**config.mk**
```make
export PLATFORM = sky130hd
export DESIGN_NAME = sha3_digest_packer
export DESIGN_NICKNAME = d
export VERILOG_FILES = /design/src/rtl/sha3_digest_packer.sv
export SDC_FILE = /design/constraint.sdc
export NUM_CORES = 1
export LEC_CHECK = 0
export BUFFER_PORTS_ARGS = -buffer_cell sky130_fd_sc_hd__buf_2
export CAP_MARGIN = 10
export CORE_AREA = 4 4 653 655
export DETAILED_ROUTE_END_ITERATION = 8
export DIE_AREA = 0 0 657 659
export GPL_TIMING_DRIVEN = 1
export MAX_ROUTING_LAYER = met4
export SLEW_MARGIN = 30
export SYNTH_ARGS = -nofsm -noshare
export SYNTH_HDL_FRONTEND = slang
export SYNTH_SLANG_ARGS = --single-unit
```
**constraint.sdc**
```tcl
create_clock -name clk -period 3.2 [get_ports clk]
set_input_delay 0.32 -clock clk [delete_from_list [all_inputs] [get_ports clk]]
set_output_delay 0.32 -clock clk [all_outputs]
set_load 0.02 [all_outputs]
```
**src/rtl/sha3_digest_packer.sv**
```systemverilog
// Captures the leading digest lanes of the final sha3 state and streams them out
// as OUT_WIDTH-bit words over valid/ready, flagging samples dropped while busy.
module sha3_digest_packer #(
  parameter int DIGEST_LANES = 4,
  parameter int OUT_WIDTH    = 64
) (
  input  logic                 clk,
  input  logic                 rstn,
  input  logic [63:0]          isa [0:4],
  input  logic [63:0]          isb [0:4],
  input  logic [63:0]          isc [0:4],
  input  logic [63:0]          isd [0:4],
  input  logic [63:0]          ise [0:4],
  input  logic                 sample,
  output logic [OUT_WIDTH-1:0] odata,
  output logic                 ovalid,
  input  logic                 iready,
  output logic                 olast,
  output logic                 obusy,
  output logic                 ooverrun
);

  localparam int WPL = (OUT_WIDTH == 32) ? 2 : 1;
  localparam int N   = DIGEST_LANES * WPL;
  localparam int CW  = (N > 1) ? $clog2(N) : 1;
  localparam logic [CW-1:0] LAST = CW'(N - 1);

  generate
    if (DIGEST_LANES < 1 || DIGEST_LANES > 25) begin : g_bad_lanes
      $error("sha3_digest_packer: DIGEST_LANES must be in 1..25");
    end
    if (OUT_WIDTH != 32 && OUT_WIDTH != 64) begin : g_bad_width
      $error("sha3_digest_packer: OUT_WIDTH must be 32 or 64");
    end
  endgenerate

  typedef enum logic {IDLE, EMIT} state_t;

  state_t               state_reg;
  logic [63:0]          in_lanes  [0:DIGEST_LANES-1];
  logic [63:0]          lanes_reg [0:DIGEST_LANES-1];
  logic [OUT_WIDTH-1:0] words     [0:N-1];
  logic [OUT_WIDTH-1:0] word0_in;
  logic [CW-1:0]        cnt_reg;
  logic [CW-1:0]        cnt_next;
  logic                 xfer;
  logic                 final_xfer;
  logic                 load;
  logic                 lanes_unused;

  // Lane k lives at row k/5, column k%5 of the incoming state.
  genvar gi;
  generate
    for (gi = 0; gi < DIGEST_LANES; gi++) begin : g_lane
      if (gi / 5 == 0)      begin : g_r0 assign in_lanes[gi] = isa[gi % 5]; end
      else if (gi / 5 == 1) begin : g_r1 assign in_lanes[gi] = isb[gi % 5]; end
      else if (gi / 5 == 2) begin : g_r2 assign in_lanes[gi] = isc[gi % 5]; end
      else if (gi / 5 == 3) begin : g_r3 assign in_lanes[gi] = isd[gi % 5]; end
      else                  begin : g_r4 assign in_lanes[gi] = ise[gi % 5]; end
    end
    // Word j is slice j%WPL of lane j/WPL, low half first for 32-bit output.
    for (gi = 0; gi < N; gi++) begin : g_word
      assign words[gi] = lanes_reg[gi / WPL][(gi % WPL) * OUT_WIDTH +: OUT_WIDTH];
    end
  endgenerate

  // Lanes beyond the digest are intentionally discarded.
  assign lanes_unused = ^{isa[0], isa[1], isa[2], isa[3], isa[4],
                          isb[0], isb[1], isb[2], isb[3], isb[4],
                          isc[0], isc[1], isc[2], isc[3], isc[4],
                          isd[0], isd[1], isd[2], isd[3], isd[4],
                          ise[0], ise[1], ise[2], ise[3], ise[4]};

  assign word0_in   = in_lanes[0][OUT_WIDTH-1:0];
  assign cnt_next   = cnt_reg + 1'b1;
  assign xfer       = ovalid && iready;
  assign final_xfer = xfer && (cnt_reg == LAST);
  // A new digest is accepted when idle or exactly as the previous one finishes.
  assign load       = sample && ((state_reg == IDLE) || final_xfer);

  always_ff @(posedge clk or negedge rstn) begin
    if (!rstn) begin
      state_reg <= IDLE;
      cnt_reg   <= '0;
      odata     <= '0;
      ovalid    <= 1'b0;
      olast     <= 1'b0;
      obusy     <= 1'b0;
      ooverrun  <= 1'b0;
      for (int k = 0; k < DIGEST_LANES; k++) lanes_reg[k] <= '0;
    end else begin
      ooverrun <= sample && (state_reg == EMIT) && !final_xfer;
      if (load) begin
        state_reg <= EMIT;
        lanes_reg <= in_lanes;
        cnt_reg   <= '0;
        odata     <= word0_in;
        ovalid    <= 1'b1;
        olast     <= (N == 1);
        obusy     <= 1'b1;
      end else if (final_xfer) begin
        state_reg <= IDLE;
        cnt_reg   <= '0;
        ovalid    <= 1'b0;
        olast     <= 1'b0;
        obusy     <= 1'b0;
      end else if (xfer) begin
        cnt_reg <= cnt_next;
        odata   <= words[cnt_next];
        olast   <= (cnt_next == LAST);
      end
    end
  end

endmodule

```
# Yosys cells after proc, flatten, opt, wreduce, memory -nomap -nowiden

Cells that the tools add are included.

Add/subtract/negate cells: 1
Multiply operators: 0
Div/mod/pow operators: 0
Magnitude comparators: 1
Eq/ne operators: 3
Shift-type cells: 0
Muxes and demuxes: 14
Bitwise operators: 2
Reductions and logical operators: 11

Operators by type and width:

| operator                                                                 | count |
|---|---|
| 64-bit 2-to-1 mux                                                        | 5 |
| 64-bit binary-select mux with 2-bit select                               | 1 |
| 2-bit 2-to-1 mux                                                         | 3 |
| 1-bit logical AND                                                        | 5 |
| 1-bit 2-to-1 mux                                                         | 5 |
| 2-bit equality test (second input constant)                              | 2 |
| 2-bit nonzero test                                                       | 2 |
| 3-bit greater-or-equal comparator (second input constant)                | 1 |
| 2-bit NOT with 3-bit output                                              | 1 |
| 3-bit nonzero test                                                       | 1 |
| 2-bit by 1-bit adder with 2-bit output (second input constant)           | 1 |
| 2-bit by 1-bit inequality test with 1-bit output (second input constant) | 1 |
| 2-bit AND reduction                                                      | 1 |
| 1-bit zero test                                                          | 1 |
| 1-bit logical OR                                                         | 1 |
| 1-bit NOT                                                                | 1 |

Register bits after elaboration: 325
Bits in latches: 0
Memory bits (writable): 0
ROM bits: 0
Bits of input ports: 1604
Output and inout port bits: 68
Word-level logic and storage cells: 41
Memories: 0

# Depth between registers and ports, before layout

Gate-level depths: netlist of run 1.

Depth after elaboration: 8
Depth in mapped cells: 9
Mapped depth without buffers: 5

# Worst setup path after synthesis of run 1

OpenSTA, ideal clock, no wires.

Path type: register to register
Start: reg cnt_reg[0]
End: reg odata[0]
Library setup time: 126 ps
Arrival: 2222 ps
Data required time: 3074 ps
Slack: 852 ps
Cell stages (with the launch flop): 9
Path buffers: 4
Clock period less this slack: 2348 ps
Path through: dfrtp_1 > buf_6 > buf_6 > inv_1 > ha_1 > buf_2 > clkbuf_1 > mux4_2 > a221o_1

Cells in the longest elaborated chain, start to end: 8
Elaborated cells between the ends (all ways): 15
Classes of those cells: add/sub: 1; eq/ne: 2; mux: 6; bitwise: 1; reduce/logical: 5

Ends and longest elaborated chain:

| item                                                  | line | RTL |
|---|---|---|
| from (decl)                                           | 44   | `logic [CW-1:0] cnt_reg;` |
| from (signal assigned)                                | 108  | `cnt_reg <= cnt_next;` |
| 2-bit by 1-bit adder with 2-bit output                | 75   | `assign cnt_next = cnt_reg + 1'b1;` |
| 2-bit NOT with 3-bit output (not written as such)     | 109  | `odata <= words[cnt_next];` |
| 64-bit binary-select mux with 2-bit select            | 109  |  |
| 64-bit 2-to-1 mux (not written as such) (2 in series) | 109  |  |
| 64-bit 2-to-1 mux                                     | 107  | `end else if (xfer) begin` |
| 64-bit 2-to-1 mux                                     | 101  | `end else if (final_xfer) begin` |
| 64-bit 2-to-1 mux                                     | 93   | `if (load) begin` |
| to (signal assigned)                                  | 97   | `odata <= word0_in;` |
| to (signal assigned)                                  | 109  |  |
| to (decl)                                             | 15   | `output logic [OUT_WIDTH-1:0] odata,` |

Parallel ways exist; a longest one is shown, timed or not. The select of a mux whose other input is x is not followed.
A chain may end at the register's enable or synchronous reset.

# Worst setup path in the final report of run 1

Start: reg cnt_reg[0]
End: reg lanes_reg[115] in the netlist's numbering

Cells in the longest elaborated chain, start to end: 4

Ends and longest elaborated chain:

| item                 | line | RTL |
|---|---|---|
| 2-bit equality test  | 77   | `assign final_xfer = xfer && (cnt_reg == LAST);` |
| 1-bit logical AND    | 77   |  |
| 1-bit logical OR     | 79   | `assign load = sample && ((state_reg == IDLE) \|\| final_xfer);` |
| 1-bit logical AND    | 79   |  |
| to (signal assigned) | 95   | `lanes_reg <= in_lanes;` |
| to (decl)            | 41   | `logic [63:0] lanes_reg [0:DIGEST_LANES-1];` |

Every way passes these cells.

==> results.yml, run 1 <==
clocking:
  clock-sinks: 325
  cts.clk_slew.worst_paths_ns: 0.07
  post_cts_buffers: 0
  cts_buffer_depth: 3
  h-tree-depth: 2
  tritoncts: "built"
  cts_resized: 0
  cts_buffers: 39
  root_buffer: "clkbuf_16"
  clk_latency_ns: 0.63
timing:
  fin_crit_ns: 2.410
  clock_skew_ns: 0.01830
  fin_crit_sh_pct: 75.32
  hold_viol_final: 0
  maxSlewHeadroom_pct: 34.31
  setup_tns_ns: 0
  worstMarginPinSlew_ns: 0.9853
  postLayoutSetupSlackWorst_ns: 0.7899
  fmax_ghz: 0.4149
  rsz0062_at_grt: "false"
  final_max_slew_viol_count: 0
  setup_viol_count_final: 0
floorplanning:
  start_util_pct: 3.286
  die_w_um: 657
  num_io_pins: 1672
  core-area_um2: 419900
  die_height_um: 659
  std_cell_rows: 238
  die_area_um2: 433000
global_route:
  antenna_found_initial: 51
  gr-total-overflow: 0
  grt_max_degree: 91
  grt_first_pass_wirelength_um: 107400
  grt_pass1_vias: 11760
  grt_usage_pct: 3.832
cells_and_area:
  final_core_util_pct: 6.292
  nNetsFinal: 3050
  area_growth_pct: 91.48
  drive_above_1_share_pct: 46.47
  largest_register_ffs: 256
drt:
  viasPerCell: 1.496
  detail_route.wl_per_cell_um: 11.68
  firstDrtPassIters: 5
  drt_iter0_drc: 663
  routed_wl_um: 82240
  via_count: 10540
  drcViolationCount: 0
  ant_nets: 0
synth:
  yosysUniqueCellTypes: 23
  synth_seq_cells: 325
  syn_nets: 2474
  syn_inst: 868
  synthesis.area_per_instance_um2: 15.90
  yosys_warnings: 0
  syn-cell-area_um2: 13800
  seq_area_frac_synth_pct: 58.95
setup_path:
  rr_worst_depth: 5
  cp-start-kind: "flip-flop"
  r2r_end: "lanes_reg[115]$_DFFE_PN0P_"
  criticalPathCategory: "reg2reg"
  cp.required_ns: 3.71
  r2r-start: "cnt_reg[0]$_DFFE_PN0P_"
  worstPathCellList: "ha_1 -> a21bo_4 -> nand2_4 -> buf_12 -> mux2_2"
  cp-end-kind: "flip-flop"
  slowest_delay_ns: 0.50
  critPathSlowestCell: "dfrtp_4"
  regToRegSetupSlack_ns: 0.79
  path_depth: 5
  worst-path-buf-inv: 1
  crit_family: "flip-flops"
  crit_path_max_fanout: 90
  crit_arrival_ns: 2.92
pwr:
  power_leakage_nw: 9.714
  powerDensity_nw_per_um2: 784.0
  ir_drop_mv: 0.8951
  fin_total_pwr_mw: 20.71
hold_path:
  min_to: "lanes_reg[224]$_DFFE_PN0P_"
  hold_class: "in2reg"
  min_from: "isa[288]"
  hold_path_depth: 3
placed_design:
  place_ws_ns: 0.7718
  dp_hpwl_um: 63710
  numPortBuffers: 327
  gp_congestion: 0.7239
run:
  maxCapViolCount: 0
run_status:
  outcome: "finished, final reports clean"
==> logic make-up after synthesis <==
kind of cell | count (synthesis) | synth area share, %
and+or+nand+nor | 75 | 3.256
DFF | 325 | 58.95
AOI/OAI and AO/OA | 134 | 8.416
buffers and inverters | 74 | 2.929
muxes | 258 | 26.27
adders and majority gates | 2 | 0.1813
==> worst reg2reg max path, stage by stage, from the launching register on <==
cell	delay [ns]
dfrtp_4	0.50
ha_1	0.26
a21bo_4	0.30
nand2_4	0.30
buf_12	0.46
mux2_2	0.48
==> cells in the mapped netlist <==
library cell / count / area share, %
o21bai_1: 1 / 0.054
a221o_1: 64 / 4.6
nor2b_1: 2 / 0.091
a31oi_1: 1 / 0.045
dfrtp_1: 325 / 59
buf_6: 5 / 0.41
buf_4: 18 / 0.98
buf_2: 17 / 0.62
nor2_1: 3 / 0.082
and2_1: 1 / 0.045
inv_1: 3 / 0.082
clkbuf_1: 28 / 0.76
mux4_2: 64 / 10
a21bo_2: 1 / 0.073
ha_1: 2 / 0.18
o22ai_1: 1 / 0.045
o21ai_0: 2 / 0.073
and3_1: 64 / 2.9
mux2i_1: 1 / 0.073
mux2_2: 193 / 16
buf_1: 3 / 0.082
a21o_1: 64 / 3.5
nand2_1: 5 / 0.14
==> worst max path at each step <==
stage                           startpoint  slack, ns                          to
floorplan           cnt_reg[0]$_DFFE_PN0P_       0.85        odata[0]$_DFFE_PN0P_
global placement    cnt_reg[0]$_DFFE_PN0P_       0.78  lanes_reg[123]$_DFFE_PN0P_
detailed placement  cnt_reg[0]$_DFFE_PN0P_       0.77  lanes_reg[121]$_DFFE_PN0P_
CTS                 cnt_reg[0]$_DFFE_PN0P_       0.76  lanes_reg[127]$_DFFE_PN0P_
global route        cnt_reg[0]$_DFFE_PN0P_       0.68  lanes_reg[115]$_DFFE_PN0P_
finish              cnt_reg[0]$_DFFE_PN0P_       0.79  lanes_reg[115]$_DFFE_PN0P_
==> through the flow <==
stage | hold slack (ns) | instance area (µm²) | cells
6_report | 0.08840 | 26420 | 7042
3_5_place_dp | 0.3311 | 22420 | 6673
2_1_floorplan | 0.02441 | 13800 | 868
3_3_place_gp | 0.3307 | 22420 | 6673
4_1_cts | 0.0007643 | 26270 | 6993
5_1_grt | 0.05508 | 26410 | 7037
==> power by group <==
part	leakage, nW	internal, mW	total (mW)	switching (mW)
clock	0.657	2.73	4.89	2.17
combinational	5.10	4.13	8.53	4.40
sequential	3.96	6.14	7.29	1.16
total	9.71	13.0	20.7	7.72
==> cell usage in the layout, fill, tap and decap left out, types with 6 or more instances in the layout <==
| cell | n |
|---|---|
| buf_2 | 325 |
| dfrtp_1 | 324 |
| dlygate4sd3_1 | 249 |
| mux2_2 | 193 |
| mux4_2 | 64 |
| and3_1 | 64 |
| a221o_1 | 64 |
| a21o_1 | 64 |
| diode_2 | 48 |
| clkbuf_16 | 40 |
| buf_12 | 16 |
| buf_4 | 14 |
| clkbuf_8 | 6 |
| clkbuf_1 | 6 |
==> layout make-up <==
class / instances / area [µm²]
Tap cell: 5520 / 6907
Clock inverter: 19 / 247.7
Multi-Input combinational cell: 469 / 5303
Fill cell: 48960 / 393500
Antenna cell: 48 / 120.1
Sequential cell: 325 / 8137
Timing Repair Buffer: 606 / 4587
Clock buffer: 52 / 1106
Inverter: 3 / 11.26
==> timing repair <==
| action | in CTS | in global routing |
|---|---|---|
| hold endpoints to repair | 348 | 0 |
| hold buffers | 249 | 0 |
| setup endpoints to repair | 0 | 0 |
==> layer usage <==
metal  global-route usage [%]  vias up  routed length (µm)
li1                         -     4519                   -
met1                    3.892     5494               30270
met2                    6.287      360               40520
met3                   0.9481      163                4274
met4                    3.118        0                7181
met5                        -        -                   0
Power figures use the tool's default switching activity.
==> run 2, diff against run 1 <==
--- a/config.mk
+++ b/config.mk
@@ -5,11 +5,12 @@
 export SDC_FILE = /design/constraint.sdc
 export NUM_CORES = 1
 export LEC_CHECK = 0
+export ABC_AREA = 1
 export BUFFER_PORTS_ARGS = -buffer_cell sky130_fd_sc_hd__buf_2
 export CAP_MARGIN = 10
-export CORE_AREA = 4 4 653 655
+export CORE_AREA = 4 4 646 648
 export DETAILED_ROUTE_END_ITERATION = 8
-export DIE_AREA = 0 0 657 659
+export DIE_AREA = 0 0 650 652
 export GPL_TIMING_DRIVEN = 1
 export MAX_ROUTING_LAYER = met4
 export SLEW_MARGIN = 30
==> constraint.sdc (replaced) <==
create_clock -name clk -period 2.5 [get_ports clk]
set_input_delay 0.25 -clock clk [delete_from_list [all_inputs] [get_ports clk]]
set_output_delay 0.25 -clock clk [all_outputs]
set_load 0.02 [all_outputs]
==> results.yml, run 2 <==
run_status:
  outcome: "finished, final reports clean"
cells_and_area:
  regArea_um2: 8137
  fin_area_um2: 27510
  n_fill_cell: 48340
  stdcell_count: 8108
  layout_commonest_cell: "nand2_1"
  drive_above_1_share_pct: 16.82
  nNetsFinal: 4148
  multi_input_area_um2: 5502
  largest_register_ffs: 256
  area_growth_pct: 80.87
  mostFrequentLayoutCells: "nand2_1, buf_2, dfrtp_1"
  final_core_util_pct: 6.679
timing:
  whs_ns: 0.05672
  worstMarginPinSlew_ns: 1.049
  hold_viol_final: 0
  rsz0062_at_grt: "false"
  final_max_slew_viol_count: 0
  setup_viol_count_final: 0
  fin_crit_ns: 2.184
  maxSlewHeadroom_pct: 30.04
  fin_crit_sh_pct: 87.36
  clock_skew_ns: 0.02005
  fmax_ghz: 0.4579
  setup_tns_ns: 0
  postLayoutSetupSlackWorst_ns: 0.3160
clocking:
  clock-sinks: 325
  cts_buffers: 29
  clk_latency_ns: 0.62
  cts_resized: 0
  cts_buffer_depth: 3
  h-tree-depth: 1
  root_buffer: "clkbuf_16"
  tritoncts: "built"
  cts.clk_slew.worst_paths_ns: 0.08
pwr:
  p_comb_share_pct: 53.1
  pwr-share-seq_pct: 29.7
  ir_drop_mv: 1.148
  p_int_mw: 15.14
  fin_total_pwr_mw: 29.40
  powerDensity_nw_per_um2: 1069
  clkPwrFrac_pct: 17.2
  p_sw_share_pct: 48.49
  p_sw_mw: 14.26
  power_leakage_nw: 11.22
setup_path:
  path_depth: 10
  rr_worst_depth: 10
  criticalPathCategory: "reg2reg"
  critPathSlowestCell: "dfrtp_4"
  slowest_delay_ns: 0.44
  crit_path_max_fanout: 31
  crit_family: "buffers and inverters"
  worst-path-buf-inv: 3
  worstPathCellList: "inv_4 -> ha_4 -> clkinv_2 -> buf_12 -> nand3_1 -> nand2_1 -> nand2_1 -> nand2_1 -> nand2_1 -> nand2_1"
  crit_arrival_ns: 2.67
  cpMostUsedCell: "nand2_1"
  cp.required_ns: 2.99
  cp-end-kind: "flip-flop"
  cp-start-kind: "flip-flop"
global_route:
  grt_pass1_vias: 15840
  grt_first_pass_wirelength_um: 124300
  grt_max_degree: 69
  gr-total-overflow: 0
  antenna_found_initial: 38
  grt_usage_pct: 4.328
synth:
  ys_top_cells_by_area: "dfrtp_1, nand2_1, o21ai_0"
  synthArstFlopShare_pct: 100.0
  synth_seq_cells: 325
  seq_area_frac_synth_pct: 53.47
  synth_top_area_share_pct: 53.47
  synthesis.area_per_instance_um2: 7.559
  synth_edf_count: 0
  yosys_warnings: 0
  synth_top_area_cell: "dfrtp_1"
  synth_common_cells: "nand2_1, dfrtp_1, inv_1"
  syn-cell-area_um2: 15210
  ys.flop_type: "dfrtp_1"
  synth_most_common_cell: "nand2_1"
  yosysUniqueCellTypes: 17
  syn_nets: 3618
  syn_inst: 2012
hold_path:
  hold_path_depth: 3
  hold_class: "in2reg"
drt:
  viasPerCell: 1.930
  drt_iter0_drc: 1325
  via_count: 15650
  ant_nets: 0
  routed_wl_um: 92210
  detail_route.wl_per_cell_um: 11.37
  firstDrtPassIters: 5
  drcViolationCount: 0
floorplanning:
  start_util_pct: 3.692
  die_height_um: 652
  core-area_um2: 411900
  num_io_pins: 1672
  std_cell_rows: 236
  die_area_um2: 423800
  die_w_um: 650
placed_design:
  gp_congestion: 0.8174
  post_dp_cell_area_um2: 23760
  place_inst: 7731
  dp_hpwl_um: 70270
  numPortBuffers: 327
  place_ws_ns: 0.2942
run:
  maxCapViolCount: 0
==> run 2: cell types whose count changed in the layout (fill, tap and decap cells not counted), moves of 11 or more <==
cell       delta
a21o_1       -64
nand3_1     +198
mux4_2       -64
a221o_1      -64
inv_1       +257
clkbuf_16    -11
o21ai_1      +55
nand2_1     +833
o21ai_0     +200
diode_2      +23
mux2_2      -193
and3_1       -64
==> run 2: layout make-up <==
class	instances	area share, %
repair buffers	624	17.50
clock buffers	36	2.988
flip-flops and latches	325	29.58
clock inverters	16	0.7459
well taps	5474	24.90
multi-input cells	1298	20.00
diodes	71	0.6458
inverters	264	3.648
==> run 2: worst min-delay path: stages <==
cell and delay (ns):
buf_2 0.08, nand2_1 0.16, o21ai_0 0.12
==> run 2: final timing paths <==
kind	startpoint	endpoint	slack [ns]
worst min register to register	odata[26]$_DFFE_PN0P_	odata[26]$_DFFE_PN0P_	0.47
max in group asynchronous	rstn	lanes_reg[175]$_DFFE_PN0P_	1.35
min in group asynchronous	rstn	odata[29]$_DFFE_PN0P_	0.33
worst min-delay path	isa[166]	lanes_reg[102]$_DFFE_PN0P_	0.06
worst max-delay path	cnt_reg[0]$_DFFE_PN0P_	odata[5]$_DFFE_PN0P_	0.32
worst max register to register	cnt_reg[0]$_DFFE_PN0P_	odata[5]$_DFFE_PN0P_	0.32
==> run 2: what timing repair did <==
action | in CTS | in global routing
endpoints found under the hold margin | 338 | 0
setup buffers | 0 | 0
hold buffers | 254 | 0
==> run 2: power by group through the flow <==
stage / combinational, mW / clock (mW) / sequential [mW]
after floorplan: 8.23 / 0 / 9.17
after global placement: 15.8 / 0 / 8.76
after detailed placement: 15.8 / 0 / 8.82
after CTS: 16.3 / 5.25 / 8.74
after global routing: 17.8 / 5.41 / 8.99
final: 15.6 / 5.05 / 8.74
==> run 2: logic make-up (layout without fill, tap and decap cells) <==
family	after synthesis	after routing	share of synthesized area, %
other	0	71	0
buffers and inverters	389	940	10.52
DFF	325	325	53.47
adders and majority gates	2	2	0.1645
AOI/OAI and AO/OA	258	258	8.514
and+or+nand+nor	1038	1038	27.33
==> run 2: layer usage <==
metal / global-route usage [%] / up-vias / wire length (µm)
met5: - / - / 0
met4: 3.359 / 0 / 7196
met3: 0.9974 / 240 / 5915
met2: 7.316 / 660 / 46090
met1: 4.327 / 7454 / 33000
li1: - / 7292 / -
